**src/rtl/alu_pkg.sv**
```systemverilog
// Shared ALU encodings: ALU control codes, RV M-extension op codes, muldiv FSM states
// and XLEN-dependent helper constants.
package alu_pkg;

    localparam logic [3:0] ALUCTRL_ADD  = 4'b0000;
    localparam logic [3:0] ALUCTRL_SUB  = 4'b0001;
    localparam logic [3:0] ALUCTRL_AND  = 4'b0010;
    localparam logic [3:0] ALUCTRL_OR   = 4'b0011;
    localparam logic [3:0] ALUCTRL_XOR  = 4'b0100;
    localparam logic [3:0] ALUCTRL_SLL  = 4'b0101;
    localparam logic [3:0] ALUCTRL_SRL  = 4'b0110;
    localparam logic [3:0] ALUCTRL_SRA  = 4'b0111;
    localparam logic [3:0] ALUCTRL_SLT  = 4'b1000;
    localparam logic [3:0] ALUCTRL_SLTU = 4'b1001;

    localparam logic [2:0] MD_MUL    = 3'b000;
    localparam logic [2:0] MD_MULH   = 3'b001;
    localparam logic [2:0] MD_MULHSU = 3'b010;
    localparam logic [2:0] MD_MULHU  = 3'b011;
    localparam logic [2:0] MD_DIV    = 3'b100;
    localparam logic [2:0] MD_DIVU   = 3'b101;
    localparam logic [2:0] MD_REM    = 3'b110;
    localparam logic [2:0] MD_REMU   = 3'b111;

    localparam logic [1:0] ST_IDLE  = 2'd0;
    localparam logic [1:0] ST_CALC  = 2'd1;
    localparam logic [1:0] ST_FIXUP = 2'd2;
    localparam logic [1:0] ST_DONE  = 2'd3;

    function automatic logic [63:0] md_most_neg(input int xlen);
        return 64'd1 << (xlen - 1);
    endfunction

    function automatic logic [63:0] md_all_ones(input int xlen);
        return (xlen >= 64) ? {64{1'b1}} : ((64'd1 << xlen) - 64'd1);
    endfunction

endpackage

```
**src/rtl/muldiv_step.sv**
```systemverilog
// One iteration of the iterative datapath: shift-add multiply or restoring divide,
// operating on the shared 2*XLEN accumulator ({hi,lo} / {rem,quot}).
module muldiv_step #(
    parameter int XLEN = 32
) (
    input  logic              is_div_i,
    input  logic [2*XLEN-1:0] acc_i,
    input  logic [XLEN-1:0]   opb_i,
    output logic [2*XLEN-1:0] acc_o
);
    logic [XLEN:0]   sum;
    logic [XLEN:0]   rem_sh;
    logic            ge;
    logic [XLEN-1:0] rem_sub;

    always_comb begin
        sum     = {1'b0, acc_i[2*XLEN-1:XLEN]} + (acc_i[0] ? {1'b0, opb_i} : '0);
        rem_sh  = acc_i[2*XLEN-1:XLEN-1];
        ge      = (rem_sh >= {1'b0, opb_i});
        // rem_sh < 2*divisor, so when ge the difference fits in XLEN bits
        rem_sub = rem_sh[XLEN-1:0] - opb_i;
        if (is_div_i)
            acc_o = {(ge ? rem_sub : rem_sh[XLEN-1:0]), acc_i[XLEN-2:0], ge};
        else
            acc_o = {sum, acc_i[XLEN-1:1]};
    end
endmodule

```
**src/rtl/alu_muldiv.sv**
```systemverilog
// Multi-cycle RV32M/RV64M multiply/divide unit with valid/ready handshake.
// Operates on magnitudes one bit per cycle and applies sign in a FIXUP cycle.
module alu_muldiv
    import alu_pkg::*;
#(
    parameter int XLEN    = 32,
    parameter int OP_BITS = 3
) (
    input  logic               clk,
    input  logic               rst_n,
    input  logic               in_valid,
    output logic               in_ready,
    input  logic [OP_BITS-1:0] op,
    input  logic [XLEN-1:0]    rdata1,
    input  logic [XLEN-1:0]    rdata2,
    input  logic               flush,
    output logic               out_valid,
    input  logic               out_ready,
    output logic [XLEN-1:0]    result,
    output logic               div_by_zero
);
    localparam int CW = $clog2(XLEN) + 1;
    localparam logic [XLEN-1:0] MOST_NEG = XLEN'(md_most_neg(XLEN));
    localparam logic [XLEN-1:0] ALL_ONES = XLEN'(md_all_ones(XLEN));

    logic [1:0]        state_q, state_d;
    logic [CW-1:0]     cnt_q, cnt_d;
    logic [2*XLEN-1:0] acc_q, acc_d, acc_step;
    logic [XLEN-1:0]   opb_q, opb_d;
    logic [2:0]        op_q, op_d;
    logic              neg_q, neg_d;
    logic [XLEN-1:0]   result_q, result_d;
    logic              dbz_q, dbz_d;

    logic [2:0]        opc;
    logic              s1, s2;
    logic [XLEN-1:0]   mag1, mag2;
    logic [2*XLEN-1:0] prod;
    logic [XLEN-1:0]   lo_fix, hi_fix;

    assign opc = op[2:0];

    muldiv_step #(.XLEN(XLEN)) u_step (
        .is_div_i (op_q[2]),
        .acc_i    (acc_q),
        .opb_i    (opb_q),
        .acc_o    (acc_step)
    );

    always_comb begin
        state_d  = state_q;
        cnt_d    = cnt_q;
        acc_d    = acc_q;
        opb_d    = opb_q;
        op_d     = op_q;
        neg_d    = neg_q;
        result_d = result_q;
        dbz_d    = dbz_q;

        s1   = rdata1[XLEN-1] & (opc == MD_MULH || opc == MD_MULHSU || opc == MD_DIV || opc == MD_REM);
        s2   = rdata2[XLEN-1] & (opc == MD_MULH || opc == MD_DIV || opc == MD_REM);
        mag1 = s1 ? -rdata1 : rdata1;
        mag2 = s2 ? -rdata2 : rdata2;

        prod   = neg_q ? -acc_q : acc_q;
        lo_fix = neg_q ? -acc_q[XLEN-1:0] : acc_q[XLEN-1:0];
        hi_fix = neg_q ? -acc_q[2*XLEN-1:XLEN] : acc_q[2*XLEN-1:XLEN];

        case (state_q)
            ST_IDLE: if (in_valid) begin
                op_d  = opc;
                dbz_d = 1'b0;
                if (opc[2] && rdata2 == '0) begin
                    result_d = opc[1] ? rdata1 : ALL_ONES;
                    dbz_d    = 1'b1;
                    state_d  = ST_DONE;
                end else if ((opc == MD_DIV || opc == MD_REM) && rdata1 == MOST_NEG && rdata2 == ALL_ONES) begin
                    result_d = opc[1] ? '0 : rdata1;
                    state_d  = ST_DONE;
                end else begin
                    // mul: multiplier in acc low half, multiplicand added to high half
                    acc_d   = {{XLEN{1'b0}}, (opc[2] ? mag1 : mag2)};
                    opb_d   = opc[2] ? mag2 : mag1;
                    neg_d   = (opc[2] && opc[1]) ? s1 : (s1 ^ s2);
                    cnt_d   = CW'(XLEN);
                    state_d = ST_CALC;
                end
            end
            ST_CALC: begin
                acc_d = acc_step;
                cnt_d = cnt_q - 1'b1;
                if (cnt_q == CW'(1)) state_d = ST_FIXUP;
            end
            ST_FIXUP: begin
                case (op_q)
                    MD_MUL:             result_d = prod[XLEN-1:0];
                    MD_DIV, MD_DIVU:    result_d = lo_fix;
                    MD_REM, MD_REMU:    result_d = hi_fix;
                    default:            result_d = prod[2*XLEN-1:XLEN];
                endcase
                state_d = ST_DONE;
            end
            default: if (out_ready) state_d = ST_IDLE;
        endcase

        if (flush) begin
            state_d  = ST_IDLE;
            result_d = result_q;
            dbz_d    = dbz_q;
        end
    end

    always_ff @(posedge clk or negedge rst_n) begin
        if (!rst_n) begin
            state_q  <= ST_IDLE;
            cnt_q    <= '0;
            acc_q    <= '0;
            opb_q    <= '0;
            op_q     <= '0;
            neg_q    <= 1'b0;
            result_q <= '0;
            dbz_q    <= 1'b0;
        end else begin
            state_q  <= state_d;
            cnt_q    <= cnt_d;
            acc_q    <= acc_d;
            opb_q    <= opb_d;
            op_q     <= op_d;
            neg_q    <= neg_d;
            result_q <= result_d;
            dbz_q    <= dbz_d;
        end
    end

    assign in_ready    = (state_q == ST_IDLE);
    assign out_valid   = (state_q == ST_DONE);
    assign result      = result_q;
    assign div_by_zero = dbz_q;
endmodule

```
**config.mk**
```make
export PLATFORM = sky130hd
export DESIGN_NAME = alu_muldiv
export DESIGN_NICKNAME = d
export VERILOG_FILES = /design/src/rtl/alu_pkg.sv /design/src/rtl/muldiv_step.sv /design/src/rtl/alu_muldiv.sv
export SDC_FILE = /design/constraint.sdc
export NUM_CORES = 1
export LEC_CHECK = 0
export CORE_AREA = 2 2 259 261
export CTS_CLUSTER_DIAMETER = 200
export DETAILED_ROUTE_END_ITERATION = 10
export DIE_AREA = 0 0 261 263
export DONT_BUFFER_PORTS = 1
export HOLD_SLACK_MARGIN = 0.12
export PLACE_DENSITY = 0.43
export RECOVER_POWER = 25
export REMOVE_ABC_BUFFERS = 1
export SYNTH_ARGS = -nofsm -noshare
export SYNTH_HDL_FRONTEND = slang
export SYNTH_HIERARCHICAL = 1
export SYNTH_SLANG_ARGS = --single-unit
```
**constraint.sdc**
```tcl
create_clock -name clk -period 9.4 [get_ports clk]
set_input_delay 0.94 -clock clk [delete_from_list [all_inputs] [get_ports clk]]
set_output_delay 0.94 -clock clk [all_outputs]
set_load 0.05 [all_outputs]
```
# Yosys cells after proc, flatten, opt, wreduce, memory -nomap -nowiden
# Index checks and enable logic that the tools add are counted.
[totals]
regBits = 141
latchBits = 0
ram_bits = 0
romBits = 0
input_bits = 72
memories = 0
[op_classes]
add_sub_neg = 8
mul = 0
div = 0
n_lt_le_gt_ge = 1
n_eq_ne = 20
shifts = 0
mux = 34
bitwise = 6
reduce_logical = 24
[op_table]
columns = ["operator", "n"]
rows = [
  ["$mux 32", 13],
  ["$mux 64", 5],
  ["$neg 32->32", 4],
  ["$pmux 64 s2", 1],
  ["$pmux 32 s3", 1],
  ["$eq 32x32->1 const B", 2],
  ["$neg 64->64", 1],
  ["$pmux 32 s2", 1],
  ["$add 32x33->33", 1],
  ["$ge 33x32->1", 1],
  ["$logic_not 32->1", 1],
  ["$sub 32x32->32", 1],
  ["$eq 3x3->1 const B", 6],
  ["$mux 6", 3],
  ["$mux 2", 6],
  ["$pmux 6 s2", 1],
  ["$reduce_and 4->1", 3],
  ["$eq 6x1->1 const B", 1],
  ["$logic_or 1x1->1", 6],
  ["$ne 2x2->1 const B", 3],
  ["$pmux 2 s3", 1],
  ["$reduce_and 3->1", 2],
  ["$sub 6x1->6 const B", 1],
  ["$reduce_bool 5->1", 1],
  ["other kinds (17)", 27],
]

# Logic depth before layout (Yosys ltp)
[logic_depth]
depth_word = 11
depth_mapped = 16
ltp_nobuf = 15

# Hierarchy
# The synthesis kept the hierarchy.
[by_module_without_submodules]
columns = ["module", "instances", "cells_per_inst", "area_each_um2", "seq_area_each_um2"]
rows = [
  ["alu_muldiv", 1, 1508, 11669.9, 3528.4],
  ["muldiv_step", 1, 671, 4698.3, 0.0],
]

# Least setup slack after synthesis
# Ideal clock, no wire load.
[synth_timing]
path_type = "register -> register"
start = "reg acc_q[0]"
end = "reg acc_q[59]"
setup_ps = 117
arrival_time_ps = 3375
required_time_ps = 9283
setup_slack_ps = 5908
path_stages_with_launch = 16
n_path_buf = 1
period_less_slack_ps = 3492
cell_sequence = "dfrtp_1 > clkbuf_1 > and2_1 > ha_1 > fa_1 > a21o_1 > a211oi_2 > and4bb_1 > o211ai_2 > a211oi_2 > o211ai_2 > or4b_1 > and4_1 > a221o_1 > nand3_1 > nand2_1"
[synth_via]
elab_chain_len = 4
[synth_rtl]
columns = ["element", "line_no", "text"]
rows = [
  ["start: declaration", "alu_muldiv.sv:28", "logic [2*XLEN-1:0] acc_q, acc_d, acc_step;"],
  ["start signal: assignment", "alu_muldiv.sv:117", "acc_q <= '0;"],
  ["start signal: assignment", "alu_muldiv.sv:126", "acc_q <= acc_d;"],
  ["$mux 32", "muldiv_step.sv:17", "sum = {1'b0, acc_i[2*XLEN-1:XLEN]} + (acc_i[0] ? {1'b0, opb_i} : '0);"],
  ["$add 32x33->33", "muldiv_step.sv:17", ""],
  ["$mux 64", "muldiv_step.sv:22", "if (is_div_i)"],
  ["named net acc_step[59]", "alu_muldiv.sv:28", ""],
  ["$pmux 64 s2", "alu_muldiv.sv:69", "case (state_q)"],
]
# The timed path passes the listed nets, and every way through them passes these cells.
# A chain may end at the register's enable or synchronous reset.

# Worst setup path in the final report
[layout_timing]
start = "in rdata2[9]"
end = "reg acc_q[30]"
[layout_via]
elab_chain_len = 7
word_cells_on_any_way = 14
classes_between = "add/sub (1); eq/ne (3); mux (6); reduce/logical (4)"
[layout_rtl]
columns = ["element", "line_no", "text"]
rows = [
  ["start: declaration", "alu_muldiv.sv:15", "input logic [XLEN-1:0] rdata2,"],
  ["$neg 32->32", "alu_muldiv.sv:63", "mag2 = s2 ? -rdata2 : rdata2;"],
  ["$mux 32", "alu_muldiv.sv:63", ""],
  ["$mux 32", "alu_muldiv.sv:82", "acc_d = {{XLEN{1'b0}}, (opc[2] ? mag1 : mag2)};"],
  ["$mux 64", "alu_muldiv.sv:77", "end else if ((opc == MD_DIV || opc == MD_REM) && rdata1 == MOST_NEG && rdata2 == ALL_ONES) begin"],
  ["$mux 64", "alu_muldiv.sv:73", "if (opc[2] && rdata2 == '0) begin"],
  ["$mux 64", "alu_muldiv.sv:70", "ST_IDLE: if (in_valid) begin"],
  ["$pmux 64 s2", "alu_muldiv.sv:69", ""],
]
# Several ways; a longest one is shown, not always the timed one. The select of a mux whose other input is x is not followed.

==> reports/qor.txt <==
GLOBAL ROUTING
----------------------------------------------------------------------------------------
Overall overflow remaining after global route                                          0
Largest net degree at the start of global routing                                    142
Overall routing resource usage                                                     0.201
First-pass GRT wire length                                                        105 mm
Number of antenna violations at the first check in global routing                      0
Number of global-route vias before repair                                          16000

SYNTH
----------------------------------------------------------------------------------------
Synth top area share                                                               0.216
Commonest register cell after synthesis                                          dfrtp_1
Synth async-reset ratio                                                             1.00
Count of state elements after synthesis                                              141
Area contributors post-synth                                                dfrtp_1 (22%), ha_1 (5.7%), nand2_1 (5.3%), a21oi_1 (4.9%), nor2_1 (4.3%)
Post-synthesis cell type with the largest combined area                          dfrtp_1
Mapped Area                                                                  16400 sq um
Yosys warnings                                                                         6
Post-synth EDFFs                                                                       0
Post-Synthesis Cells                                                                2179
Average footprint of a synthesized cell                                       7.51 sq um
Fraction of the yosys area taken by sequential cells                               0.216
Number of distinct library cells after synthesis                                      96

PLACE
----------------------------------------------------------------------------------------
# placed instances                                                                  2918
Routability congestion estimate from global placement                              0.912
Post-detailed-placement half-perimeter wirelength                                53.8 mm
Number of I/O port buffers                                                             0
Pre-CTS worst setup slack                                                        4.29 ns

TIMING
----------------------------------------------------------------------------------------
Max Clk Rate                                                                   0.217 GHz
Tcrit/Tclk final                                                                   0.491
Unrepaired setup endpoints after global routing                                       no
Setup-failing EPs final                                                                0
Max-slew violation count                                                               0
Worst Slack Setup Final                                                          4.79 ns
Min Tclk post-route                                                              4.61 ns
Worst hold margin                                                               0.184 ns
Final Hold Fails                                                                       0
Fin Setup TNS                                                                       0 ns
Max_slew headroom                                                                  0.187
Final Skew                                                                     0.0184 ns
Worst-Margin Slew                                                                1.22 ns

DIE
----------------------------------------------------------------------------------------
Floorplan core area                                                          65600 sq um
Die Footprint                                                                68600 sq um
Number of primary I/O pins                                                           107
Starting utilization of the core area                                              0.249
Die outline width                                                            261 microns
Site row count                                                                        94
Die Y-Extent                                                                 263 microns

SETUP PATH
----------------------------------------------------------------------------------------
Data arrival time of the worst path                                              5.00 ns
Required time reported for the critical path endpoint                            9.79 ns
Worst setup path class                                                            in2reg
CP Capture Type                                                                flip-flop
Startpoint type of the worst setup path                                       input port
Maximum fanout along the worst path                                                   73

DETAILED ROUTING
----------------------------------------------------------------------------------------
Routed wire length per instance                                             23.7 microns
Detailed-route via count                                                           16600
Total length of routed wires                                                     70.0 mm
ANT nets after route                                                                   0
Detail-routed via count per cell                                                    5.62
DR iter-0 viols                                                                     1291
Number of search-and-repair iterations in the first detailed-routing pass              6
Detailed-route DRC error count                                                         0

FLOW RUN
----------------------------------------------------------------------------------------
Max capacitance violation total                                                        0

FINISH
----------------------------------------------------------------------------------------
Utilization after layout                                                           0.269
Layout-stage area growth over the synthesis result                                 7.72%
Final nets                                                                          2222
Highest-count cells in the layout ignoring fill and taps                    nand2_1 (231), nor2_1 (185), a21oi_1 (159)
Fin cells                                                                           2950
Fraction of layout cells with a size suffix above 1                               0.0743
Fill cell count                                                                     7260
Most frequent standard cell in the layout excluding fill and tap cells           nand2_1

CTS
----------------------------------------------------------------------------------------
Post-CTS Repair Setup Buffers                                                          0
Clock root buffer master                                                       clkbuf_16
Inserted Clock Buffers                                                                17
CTS clk-pin slew, worst paths                                                    0.06 ns
Total of hold buffers inserted after clock tree synthesis                              0
TritonCTS clock tree                                                                done
Maximum level of the CTS H-tree                                                        4
Clock latency on the worst-skew pair                                             0.47 ns
Clock sink total                                                                     141
Buffer levels on the longest clock path                                                2
Number of gates resized after cts                                                      0

RUN STATUS
----------------------------------------------------------------------------------------
Outcome                                                                        completed

WORST HOLD PATH
----------------------------------------------------------------------------------------
Path class of the lowest-slack min-delay path                                   in2async

POWER AND IR DROP
----------------------------------------------------------------------------------------
Areal power density over the cells                                           413 nW/um^2
Leakage power summed over all cells                                           0.00721 uW
Max IR drop VDD                                                               0.000216 V

synth_stat cells (13+ instances only):
cell type,number
buf_2,20
ha_1,75
maj3_1,29
xor2_1,68
xnor2_1,69
or3_1,44
o21ai_0,139
nor3_1,48
nor4_1,34
dfrtp_1,141
nand2_1,232
inv_1,80
o21a_1,14
and3_1,20
nand4_1,31
or4_1,21
nor2_1,186
o211ai_1,29
a21oi_1,159
a211oi_1,22
or2_2,13
o22ai_1,18
mux2i_1,57
o41ai_1,17
nand3_1,82
and2_1,41
mux2_2,44
a21o_1,40
clkbuf_1,112
a31oi_1,28
nand2b_1,13
o31ai_1,47
cells by family after synthesis:
| kind of cell | synth area share |
|---|---|
| AOI/OAI and AO/OA | 0.261 |
| xor gates and xnor gates | 0.0733 |
| adders and majority gates | 0.0775 |
| buffers and inverters | 0.0579 |
| DFF | 0.216 |
| muxes | 0.0651 |
| and+or+nand+nor | 0.250 |
report_power, final:
group | internal [uW] | total, uW | leakage, uW | switching [uW]
Clock | 436 | 729 | 0.000287 | 293
Combinational | 1790 | 4880 | 0.00511 | 3100
Sequential | 863 | 1670 | 0.00181 | 808
registers in the layout (all words and copies together) (netlist names):
| signal | cells |
|---|---|
| acc_q | 64 |
| cnt_q | 6 |
| div_by_zero | 1 |
| neg_q | 1 |
| op_q | 3 |
| opb_q | 32 |
| result | 32 |
| state_q | 2 |
metal layers:
metal  up-vias  part of all wire  track usage
li1       7832                 -            -
met1      8044              0.45        0.268
met2       566              0.46        0.322
met3       123             0.055       0.0344
met4         2             0.038       0.0782
met5         -           0.00094            0
critical path, stage by stage:
cell and delay, ns:
or4_1 0.61, nor4_2 0.59, nand4_1 0.65, o2111ai_4 0.21, buf_4 0.59, and2_2 0.58
buf_4 0.47, a21oi_1 0.08, a21oi_1 0.18
through the flow:
| stage | power (uW) | instance area [sq um] |
|---|---|---|
| floorplan | 4820 | 15700 |
| global placement | 6470 | 17000 |
| detailed placement | 6470 | 17000 |
| CTS | 7240 | 17600 |
| global route | 7820 | 17600 |
| finish | 7280 | 17600 |
final cells by class:
type	instances	area [sq um]	share of cell area
timing repair buffer	25	188	0.0106
clock buffer	21	470	0.0267
clock inverter	10	139	0.00788
sequential	141	3530	0.200
multi-input combinational	1807	11900	0.676
tap	864	1080	0.0613
inverter	81	304	0.0172
antenna	1	2.50	0.000142
final timing paths:
check	end	depth (start not counted)	slack, ns	start
max reg2reg	acc_q[60]$_DFFE_PN0P_	12	4.85	acc_q[35]$_DFFE_PN0P_
max in group asynchronous	op_q[2]$_DFFE_PN0P_	0	8.69	rst_n
min	acc_q[39]$_DFFE_PN0P_	0	0.18	rst_n
max	acc_q[30]$_DFFE_PN0P_	9	4.79	rdata2[9]
min reg2reg	cnt_q[1]$_DFFE_PN0P_	2	0.55	cnt_q[1]$_DFFE_PN0P_
min in group clk	state_q[0]$_DFFE_PN0P_	1	0.53	flush
Power figures use the tool's default switching activity.
